--- src/rtl/adc_display_formatter.sv ---
// Formats one selected measurement word as hex or BCD digits for the seven-segment driver.
// Optional: define LEADING_ZERO_BLANK_EN to blank leading zero BCD digits with code 4'hA.
module adc_display_formatter #(
   parameter  int INPUT_TYPES = 5,
   parameter  int DATA_W      = 16,
   parameter  int NUM_DIGITS  = 4,
   localparam int SEL_W       = (INPUT_TYPES > 1) ? $clog2(INPUT_TYPES) : 1
) (
   input  logic                          clk,
   input  logic                          reset,
   input  logic [SEL_W-1:0]              out_sel,
   input  logic                          hex_BCD_sel,
   input  logic [INPUT_TYPES*DATA_W-1:0] data_in,
   input  logic                          data_valid,
   output logic [4*NUM_DIGITS-1:0]       digits_out,
   output logic                          digits_valid,
   output logic                          busy,
   output logic                          overflow,
   output logic [1:0]                    dbg_state_o
);

   localparam int HEX_W = 4 * NUM_DIGITS;
   localparam int BCD_W = 4 * (NUM_DIGITS + 1);
   localparam int XW    = (DATA_W > HEX_W) ? DATA_W : HEX_W;
   localparam int CNT_W = $clog2(DATA_W + 1);

   localparam logic [1:0] IDLE    = 2'd0;
   localparam logic [1:0] CONVERT = 2'd1;
   localparam logic [1:0] DONE    = 2'd2;

   logic [1:0]        state_q, state_d;
   logic [DATA_W-1:0] bin_q, bin_d;
   logic [BCD_W-1:0]  bcd_q, bcd_d;
   logic [CNT_W-1:0]  cnt_q, cnt_d;
   logic              mode_q, mode_d;
   logic              ovf_stk_q, ovf_stk_d;
   logic              pend_q, pend_d;
   logic [DATA_W-1:0] pend_word_q, pend_word_d;
   logic              pend_mode_q, pend_mode_d;
   logic [HEX_W-1:0]  digits_q, digits_d;
   logic              ovf_q, ovf_d;
   logic              dv_q, dv_d;

   logic [DATA_W-1:0] sel_word;
   logic [BCD_W-1:0]  bcd_adj;
   logic [XW-1:0]     hex_ext;
   logic              hex_ovf, bcd_ovf;
   logic [HEX_W-1:0]  bcd_disp;
   logic [HEX_W-1:0]  fmt_dig;
   logic              fmt_ovf;
   logic              ld;
   logic [DATA_W-1:0] ld_word;
   logic              ld_mode;

   // Sources beyond INPUT_TYPES fall through to zero.
   always_comb begin
      sel_word = '0;
      for (int k = 0; k < INPUT_TYPES; k++) begin
         if (int'(out_sel) == k) sel_word = data_in[k*DATA_W +: DATA_W];
      end
   end

   always_comb begin
      bcd_adj = bcd_q;
      for (int i = 0; i <= NUM_DIGITS; i++) begin
         if (bcd_q[4*i +: 4] >= 4'd5) bcd_adj[4*i +: 4] = bcd_q[4*i +: 4] + 4'd3;
      end
   end

   assign hex_ext = XW'(bin_q);
   assign hex_ovf = |(hex_ext >> HEX_W);
   // A carry out of the extra top digit is remembered so very wide words still flag overflow.
   assign bcd_ovf = ovf_stk_q | (|bcd_q[BCD_W-1 -: 4]);

`ifdef LEADING_ZERO_BLANK_EN
   always_comb begin
      logic seen;
      seen     = 1'b0;
      bcd_disp = bcd_q[HEX_W-1:0];
      for (int i = NUM_DIGITS - 1; i >= 1; i--) begin
         if (!seen && (bcd_q[4*i +: 4] == 4'd0)) bcd_disp[4*i +: 4] = 4'hA;
         else                                     seen = 1'b1;
      end
   end
`else
   assign bcd_disp = bcd_q[HEX_W-1:0];
`endif

   always_comb begin
      if (mode_q) begin
         fmt_ovf = bcd_ovf;
         fmt_dig = bcd_ovf ? {NUM_DIGITS{4'h9}} : bcd_disp;
      end else begin
         fmt_ovf = hex_ovf;
         fmt_dig = hex_ovf ? {NUM_DIGITS{4'hF}} : hex_ext[HEX_W-1:0];
      end
   end

   always_comb begin
      state_d     = state_q;
      bin_d       = bin_q;
      bcd_d       = bcd_q;
      cnt_d       = cnt_q;
      mode_d      = mode_q;
      ovf_stk_d   = ovf_stk_q;
      pend_d      = pend_q;
      pend_word_d = pend_word_q;
      pend_mode_d = pend_mode_q;
      digits_d    = digits_q;
      ovf_d       = ovf_q;
      dv_d        = 1'b0;
      ld          = 1'b0;
      ld_word     = sel_word;
      ld_mode     = hex_BCD_sel;

      case (state_q)
         IDLE: begin
            ld = data_valid;
         end
         CONVERT: begin
            bcd_d     = {bcd_adj[BCD_W-2:0], bin_q[DATA_W-1]};
            bin_d     = {bin_q[DATA_W-2:0], 1'b0};
            ovf_stk_d = ovf_stk_q | bcd_adj[BCD_W-1];
            cnt_d     = cnt_q - CNT_W'(1);
            if (cnt_q == CNT_W'(1)) state_d = DONE;
            if (data_valid) begin
               pend_d      = 1'b1;
               pend_word_d = sel_word;
               pend_mode_d = hex_BCD_sel;
            end
         end
         DONE: begin
            digits_d = fmt_dig;
            ovf_d    = fmt_ovf;
            dv_d     = 1'b1;
            state_d  = IDLE;
            pend_d   = 1'b0;
            // A strobe arriving in this very cycle is newer than any pending sample.
            if (data_valid) begin
               ld = 1'b1;
            end else if (pend_q) begin
               ld      = 1'b1;
               ld_word = pend_word_q;
               ld_mode = pend_mode_q;
            end
         end
         default: state_d = IDLE;
      endcase

      if (ld) begin
         bin_d     = ld_word;
         mode_d    = ld_mode;
         bcd_d     = '0;
         ovf_stk_d = 1'b0;
         if (ld_mode) begin
            state_d = CONVERT;
            cnt_d   = CNT_W'(DATA_W);
         end else begin
            state_d = DONE;
         end
      end
   end

   always_ff @(posedge clk) begin
      if (reset) begin
         state_q     <= IDLE;
         bin_q       <= '0;
         bcd_q       <= '0;
         cnt_q       <= '0;
         mode_q      <= 1'b0;
         ovf_stk_q   <= 1'b0;
         pend_q      <= 1'b0;
         pend_word_q <= '0;
         pend_mode_q <= 1'b0;
         digits_q    <= '0;
         ovf_q       <= 1'b0;
         dv_q        <= 1'b0;
      end else begin
         state_q     <= state_d;
         bin_q       <= bin_d;
         bcd_q       <= bcd_d;
         cnt_q       <= cnt_d;
         mode_q      <= mode_d;
         ovf_stk_q   <= ovf_stk_d;
         pend_q      <= pend_d;
         pend_word_q <= pend_word_d;
         pend_mode_q <= pend_mode_d;
         digits_q    <= digits_d;
         ovf_q       <= ovf_d;
         dv_q        <= dv_d;
      end
   end

   assign digits_out   = digits_q;
   assign digits_valid = dv_q;
   assign overflow     = ovf_q;
   assign busy         = (state_q != IDLE);
   assign dbg_state_o  = state_q;

endmodule

--- config.mk ---
export PLATFORM = sky130hd
export DESIGN_NAME = adc_display_formatter
export DESIGN_NICKNAME = d
export VERILOG_FILES = /design/src/rtl/adc_display_formatter.sv
export SDC_FILE = /design/constraint.sdc
export NUM_CORES = 1
export LEC_CHECK = 0
export CORE_ASPECT_RATIO = 0.7
export CORE_UTILIZATION = 43
export CTS_BUF_LIST = sky130_fd_sc_hd__clkbuf_4
export DETAILED_ROUTE_END_ITERATION = 8
export PLACE_DENSITY = 0.82
export SETUP_SLACK_MARGIN = 0.3
export SYNTH_ARGS = -nofsm -noshare
export SYNTH_HDL_FRONTEND = slang
export SYNTH_SLANG_ARGS = --single-unit
--- constraint.sdc ---
create_clock -name clk -period 4.1 [get_ports clk]
set_input_delay 0.615 -clock clk [delete_from_list [all_inputs] [get_ports clk]]
set_output_delay 0.615 -clock clk [all_outputs]
set_load 0.1 [all_outputs]
==> results.tsv, run 1 <==
stage	metric	value	unit
outcome	status	complete, but fails checks	
outcome	failing checks	design-rule violations	
synthesis	Syn Nets	625	
place	Cells after DPL	720	
synthesis	Cell Area, Synth	4610	um2
clock_network	CTS Hold Bufs	0	
sta	Final Max Tran Viols	0	
sta	slew margin rel.	18.9	%
routing	initial detailed-routing violation count	400	
floorplanning	chip height	88.6	um
sta	Tmin final	3.06	ns
clock_network	CTS tree	built	
floorplanning	die area	11100	um2
routing	drt pass-1 iters	7	
routing	via count	4353	
synthesis	YS warnings	0	
sta	final hold slack	0.458	ns
sta	Tightest Pin Transition	1.21	ns
clock_network	depth of the CTS H-tree	3	
floorplanning	Top Ports	108	
setup_path	worst-path fanout max	14	
floorplanning	Starting Density	44.4	%
routing	vias per cell	5.91	
routing	DRT antenna net count	0	
global_route	initial antenna violation count	0	
clock_network	clk sinks	81	
place	DP HPWL	8930	um
final_layout	share of cells above drive strength 1	9.44	%
global_route	first-pass GRT wire length	20000	um
place	count of buffers from port buffering	107	
job	MaxCap Viol Count	0	
power_and_ir_drop	Power Density	310	nW/um2
hold_path	Worst Hold Class	reg2reg	
setup_path	Worst path slowest cell	clkdlybuf4s50_1	
setup_path	Largest delay share family, worst path	buffers and inverters	
setup_path	Buf+Inv Stages, Crit Path	1	
setup_path	CP Data Arrival Time	2.45	ns
floorplanning	Core Area	10400	um2
setup_path	CP max stage delay	1.13	ns
power_and_ir_drop	leakage power	1.93	nW
sta	setup_tns	0	ns
synthesis	number of flops mapped to enable cells by yosys	0	
final_layout	fill count	935	
setup_path	Data required, critical path	3.48	ns
routing	DRC	1	
sta	skew final	0.0228	ns
synthesis	sequential area share after synthesis	35.2	%
power_and_ir_drop	worst vdd ir	230	uV
sta	Final Hold Violating Endpoints	0	
setup_path	worst-path cell chain	or2_2 > clkdlybuf4s50_1	
final_layout	fin nets	699	
global_route	largest net degree at the start of global routing	44	
synthesis	Async SR Flop Fraction	0	%
clock_network	CTS Buf Count	9	
sta	FMAX	0.326	GHz
final_layout	Area growth syn-to-layout	23.7	%
floorplanning	die width	126	um
clock_network	CTS-repair resized insts	0	
global_route	GRT overflow	0	
setup_path	type of origin of the critical path	flip-flop	
synthesis	Unique masters post-synth	50	
clock_network	clock latency at the later pin of the worst-skew pair	0.47	ns
setup_path	Setup CP Type	reg2out	
global_route	vias in the first global route	4261	
floorplanning	Rows	31	
final_layout	non-filler cells, final	736	
clock_network	root buffer cell	clkbuf_4	
sta	setup violators final	0	
synthesis	syn_area_per_cell	8.78	um2
clock_network	Worst-path clk slew	0.14	ns
clock_network	setup bufs post-CTS	0	
synthesis	Yosys reg bits	81	
setup_path	FF-to-FF setup slack	1.79	ns
routing	WL/cell	16.6	um
sta	unrepaired setup endpoints after global routing	no	
routing	Routed Wire Length	12200	um
synthesis	ys flop type	dfxtp_1	
clock_network	clk buf depth	2	
setup_path	CP endpoint kind	output pin	
place	Final GP Congestion	0.808	
final_layout	Antenna diodes	0	
sta	Period Utilization, post-route	74.7	%
global_route	Total GRT Usage	22.4	%
synthesis	Post-Syn Instances	525	
[cell usage in the layout (no fill, tap or decap), types with 9 or more instances in the layout]
master             n
clkdlybuf4s50_1  105
a311oi_1          28
inv_1             16
o22ai_2            9
a21oi_1           30
o22ai_1           19
or3_1             16
nor3_2             9
ha_1              13
dfxtp_1           81
nor2_1            44
nand3_1           16
clkbuf_4           9
a22oi_1           14
mux2i_1           31
nand2_1           31
o21ai_0           27
nor3_1            21
a31oi_1           13
[cell type report]
class	instances	area, um2	area share, %
clock buffers	9	67.6	1.18
clock inverters	7	78.8	1.38
inverters	17	63.8	1.12
multi-input cells	379	2620	45.9
flip-flops and latches	81	1620	28.4
well taps	132	165	2.90
repair buffers	111	1090	19.1
[kinds of logic after synthesis]
family	Yosys count	synth area share [%]
and+or+nand+nor	160	18.3
adders and majority gates	13	3.53
DFF	81	35.2
muxes	32	6.97
AOI/OAI and AO/OA	165	26.3
buffers and inverters	65	8.09
xor gates and xnor gates	9	1.71
[tightest hold or removal path: cells and delay by family (launching register included)]
family	cells	cell delay, ns
AO/OA/AOI/OAI	1	0.05
flip-flops	1	0.33
AND/OR/NAND/NOR	1	0.05
[report_power, final]
part | total (mW) | internal [mW] | leakage, nW | switching (mW)
registers | 0.850 | 0.819 | 0.657 | 0.0300
logic | 0.436 | 0.174 | 1.20 | 0.261
clock network | 0.485 | 0.189 | 0.0687 | 0.296
total | 1.77 | 1.18 | 1.93 | 0.588
[state kept, by name (all words and copies together) (netlist names)]
signal and count:
ovf_stk_q 1, dbg_state_o 2, pend_word_q 16, pend_q 1
overflow 1, digits_out 16, mode_q 1, cnt_q 5
bcd_q 20, pend_mode_q 1, bin_q 16, digits_valid 1
[Yosys cell counts, types with 2 or more instances]
library cell,instances,share of area [%]
a31oi_1,13,1.8
o221ai_1,8,1.5
xor2_1,6,1.1
o22ai_1,19,2.6
o22ai_2,9,2.4
ha_1,13,3.5
or3_1,16,2.2
a22oi_1,14,2.3
or2_1,2,0.27
and2_1,2,0.27
nand2_1,31,2.5
xnor2_1,3,0.57
a311oi_1,28,5.3
o21ai_0,27,2.9
nand3_1,16,1.7
nor2_1,44,3.6
mux2i_1,31,6.7
inv_1,16,1.3
buf_2,19,2.1
a211oi_1,2,0.33
buf_6,12,2.9
a221oi_2,8,2.6
clkbuf_1,12,0.98
nand3b_1,2,0.33
dfxtp_1,81,35
buf_4,4,0.65
a21oi_1,30,3.3
nand2b_1,7,0.95
nor3_1,21,2.3
nor3_2,9,2.0
[per-layer routing]
metal / track usage [%] / wire [um] / vias to the layer above
li1: - / - / 2102
met1: 27.4 / 5550 / 2099
met2: 39.6 / 5870 / 134
met3: 4.59 / 669 / 18
met4: 7.89 / 148 / 0
met5: 0 / 0 / -
[path summary, 6_finish.rpt]
path,to,start,depth (start not counted)
max,busy,dbg_state_o[0],2
min,digits_out[7],digits_out[7],2
max reg2reg,digits_out[15],dbg_state_o[1],3
min reg2reg,digits_out[7],digits_out[7],2
[per-stage QoR]
stage          worst slack (ns)  util (%)  area (um2)  total power [mW]
2_1_floorplan              1.69         -        4610              1.16
3_5_place_dp               1.21      53.5        5560              1.30
3_3_place_gp               1.31      53.5        5560              1.29
5_1_grt                   0.953      54.9        5700              1.84
6_report                   1.04      54.9        5700              1.77
4_1_cts                    1.01      54.9        5700              1.77
Note: power is estimated with default switching activity, not from simulation.
==> inputs of run 2 (changes only) <==
Clock period 4.1 ns to 3 ns, I/O delays scaled along.
==> run 2 against run 1 <==
Effect of this change: the flow still finishes with violations (design-rule violations); combinational power is 38% higher; worst hold slack got worse by 0.063 ns; non-clock buffer count is 6 higher; sequential power grew 36%; clock-buffer cell count increased by 2; core utilization is 0.22 points lower; register-to-register slack got worse by 0.95 ns; critical path depth increased by 3; final cell count rose by 0.95%; critical path type is now reg2reg; critical endpoint is now pend_word_q[9]; largest power group unchanged.
==> results.tsv, run 2 (same netlist as run 1, synthesis figures left out) <==
stage	metric	value	unit	change
hold_path	hold depth	2		unchanged
clock_network	clock latency at the later pin of the worst-skew pair	0.44	ns	-0.03 ns
routing	DRT antenna net count	0		unchanged
power_and_ir_drop	Power Density	420	nW/um2	+35%
floorplanning	Top Ports	108		unchanged
sta	Final Max Tran Viols	0		unchanged
clock_network	root buffer cell	clkbuf_4		
final_layout	fin nets	705		+0.86%
setup_path	Data required, critical path	3.31	ns	-0.17 ns
setup_path	Worst path slowest cell	dfxtp_1		
global_route	largest net degree at the start of global routing	44		unchanged
setup_path	worst r2r path cells	5		+2
floorplanning	Starting Density	44.4	%	unchanged
clock_network	CTS tree	built		
sta	Final Hold Violating Endpoints	0		unchanged
hold_path	Worst Hold Launch	reset		
place	DP HPWL	9360	um	+4.7%
setup_path	CP Data Arrival Time	2.47	ns	+0.02 ns
routing	via count	4508		+3.6%
global_route	Total GRT Usage	24.1	%	+1.7 points
routing	initial detailed-routing violation count	473		+18%
floorplanning	die area	11100	um2	unchanged
outcome	status	complete, but fails checks		
place	Final GP Congestion	0.822		+1.7%
sta	Tightest Pin Transition	0.863	ns	-0.351 ns
place	count of buffers from port buffering	107		unchanged
hold_path	Worst Hold Class	in2reg		
global_route	vias in the first global route	4458		+4.6%
floorplanning	Core Area	10400	um2	unchanged
setup_path	Setup CP Type	reg2reg		
final_layout	share of cells above drive strength 1	13.3	%	+3.8 points
global_route	initial antenna violation count	0		unchanged
global_route	first-pass GRT wire length	21400	um	+6.9%
sta	setup_tns	0	ns	unchanged
clock_network	CTS-repair resized insts	0		unchanged
floorplanning	chip height	88.6	um	unchanged
outcome	failing checks	design-rule violations		
floorplanning	die width	126	um	unchanged
hold_path	Hold Path End	dbg_state_o[0]		
setup_path	worst-path cell chain	nor2b_2 > buf_4 > nand2_4 > a311oi_1 > nor3_1		
setup_path	reg-to-reg endpoint	pend_word_q[9]		
clock_network	clk buf depth	2		unchanged
global_route	GRT overflow	0		unchanged
clock_network	setup bufs post-CTS	0		unchanged
setup_path	CP max stage delay	0.66	ns	-0.47 ns
final_layout	max reg flops	20		unchanged
setup_path	WP depth	5		+3
power_and_ir_drop	total power	2.39	mW	+35%
power_and_ir_drop	leakage power	2.00	nW	+3.8%
final_layout	cell area after layout	5680	um2	-0.39%
setup_path	Largest delay share family, worst path	flip-flops		
clock_network	clk sinks	81		unchanged
place	placed cell areas	5550	um2	-0.14%
clock_network	CTS Buf Count	9		unchanged
setup_path	RR Startpoint	dbg_state_o[0]		
routing	drt pass-1 iters	7		unchanged
floorplanning	Rows	31		unchanged
setup_path	type of origin of the critical path	flip-flop		
job	MaxCap Viol Count	0		unchanged
power_and_ir_drop	worst vdd ir	212	uV	-7.6%
routing	vias per cell	6.07		+2.6%
sta	setup violators final	0		unchanged
final_layout	commonest non-fill, non-tap cell in the layout	clkdlybuf4s50_1		
setup_path	Buf+Inv Stages, Crit Path	1		unchanged
clock_network	CTS Hold Bufs	0		unchanged
sta	Period Utilization, post-route	71.9	%	
sta	slew margin rel.	42.2	%	+23 points
routing	DRC	2		+1
sta	unrepaired setup endpoints after global routing	no		
clock_network	Worst-path clk slew	0.12	ns	-0.02 ns
sta	skew final	0.0143	ns	-0.00856 ns
clock_network	depth of the CTS H-tree	3		unchanged
sta	FMAX	0.463	GHz	
setup_path	FF-to-FF setup slack	0.84	ns	-0.95 ns
setup_path	worst-path fanout max	37		+23
setup_path	CP endpoint kind	flip-flop		
final_layout	commonest cells after routing, fill and taps aside	clkdlybuf4s50_1, dfxtp_1, nor2_1		
final_layout	Area growth syn-to-layout	23.2	%	
routing	Routed Wire Length	13000	um	+6.4%
final_layout	register with the most flip-flops	bcd_q		
sta	Tmin final	2.16	ns	
routing	WL/cell	17.5	um	+5.4%
run 2: cell count changes in the layout (fill, tap and decap cells not counted), sizes merged, moves of 2 or more:
cell	previous run	this run
clkdlybuf4s50	105	84
clkinvlp	3	0
clkinv	3	5
clkbuf	9	11
buf	6	33
run 2: power by group:
part           leakage, nW  internal, mW  switching [mW]
logic                 1.27         0.237           0.365
clock network       0.0734         0.264           0.361
registers            0.657          1.12          0.0420
total                 2.00          1.62           0.768
run 2: metrics by stage:
stage | cells | utilization [%] | hold slack (ns) | setup slack (ns)
2_1_floorplan | 525 | - | 0.436 | 0.757
3_3_place_gp | 726 | 53.4 | 0.444 | 0.583
3_5_place_dp | 726 | 53.4 | 0.447 | 0.524
4_1_cts | 742 | 54.6 | 0.385 | 0.853
5_1_grt | 742 | 54.6 | 0.425 | 0.643
6_report | 743 | 54.7 | 0.395 | 0.842
run 2: per-layer routing:
layer | GRT usage (%) | routed length, um | share of wire [%] | vias to the layer above
met1 | 29.5 | 5610 | 43 | 2161
met5 | 0 | 0 | 0 | -
met3 | 5.50 | 838 | 6.4 | 37
li1 | - | - | - | 2125
met4 | 8.54 | 254 | 2.0 | 0
met2 | 42.3 | 6310 | 48 | 185
run 2: final cells by class:
class,instances,area (um2)
clock buffer,11,82.6
antenna,1,2.50
fill,932,4710
sequential,81,1620
clock inverter,5,46.3
timing repair buffer,117,1080
inverter,17,63.8
multi-input combinational,379,2620
tap,132,165
run 2: how the worst max path moves through the flow:
stage	start	endpoint	slack, ns
after floorplan	dbg_state_o[0]	busy	0.76
after global placement	data_valid	bin_q[9]	0.58
after detailed placement	data_valid	bin_q[12]	0.52
after CTS	dbg_state_o[0]	pend_word_q[9]	0.85
after global routing	dbg_state_o[0]	pend_word_q[9]	0.64
final	dbg_state_o[0]	pend_word_q[9]	0.84
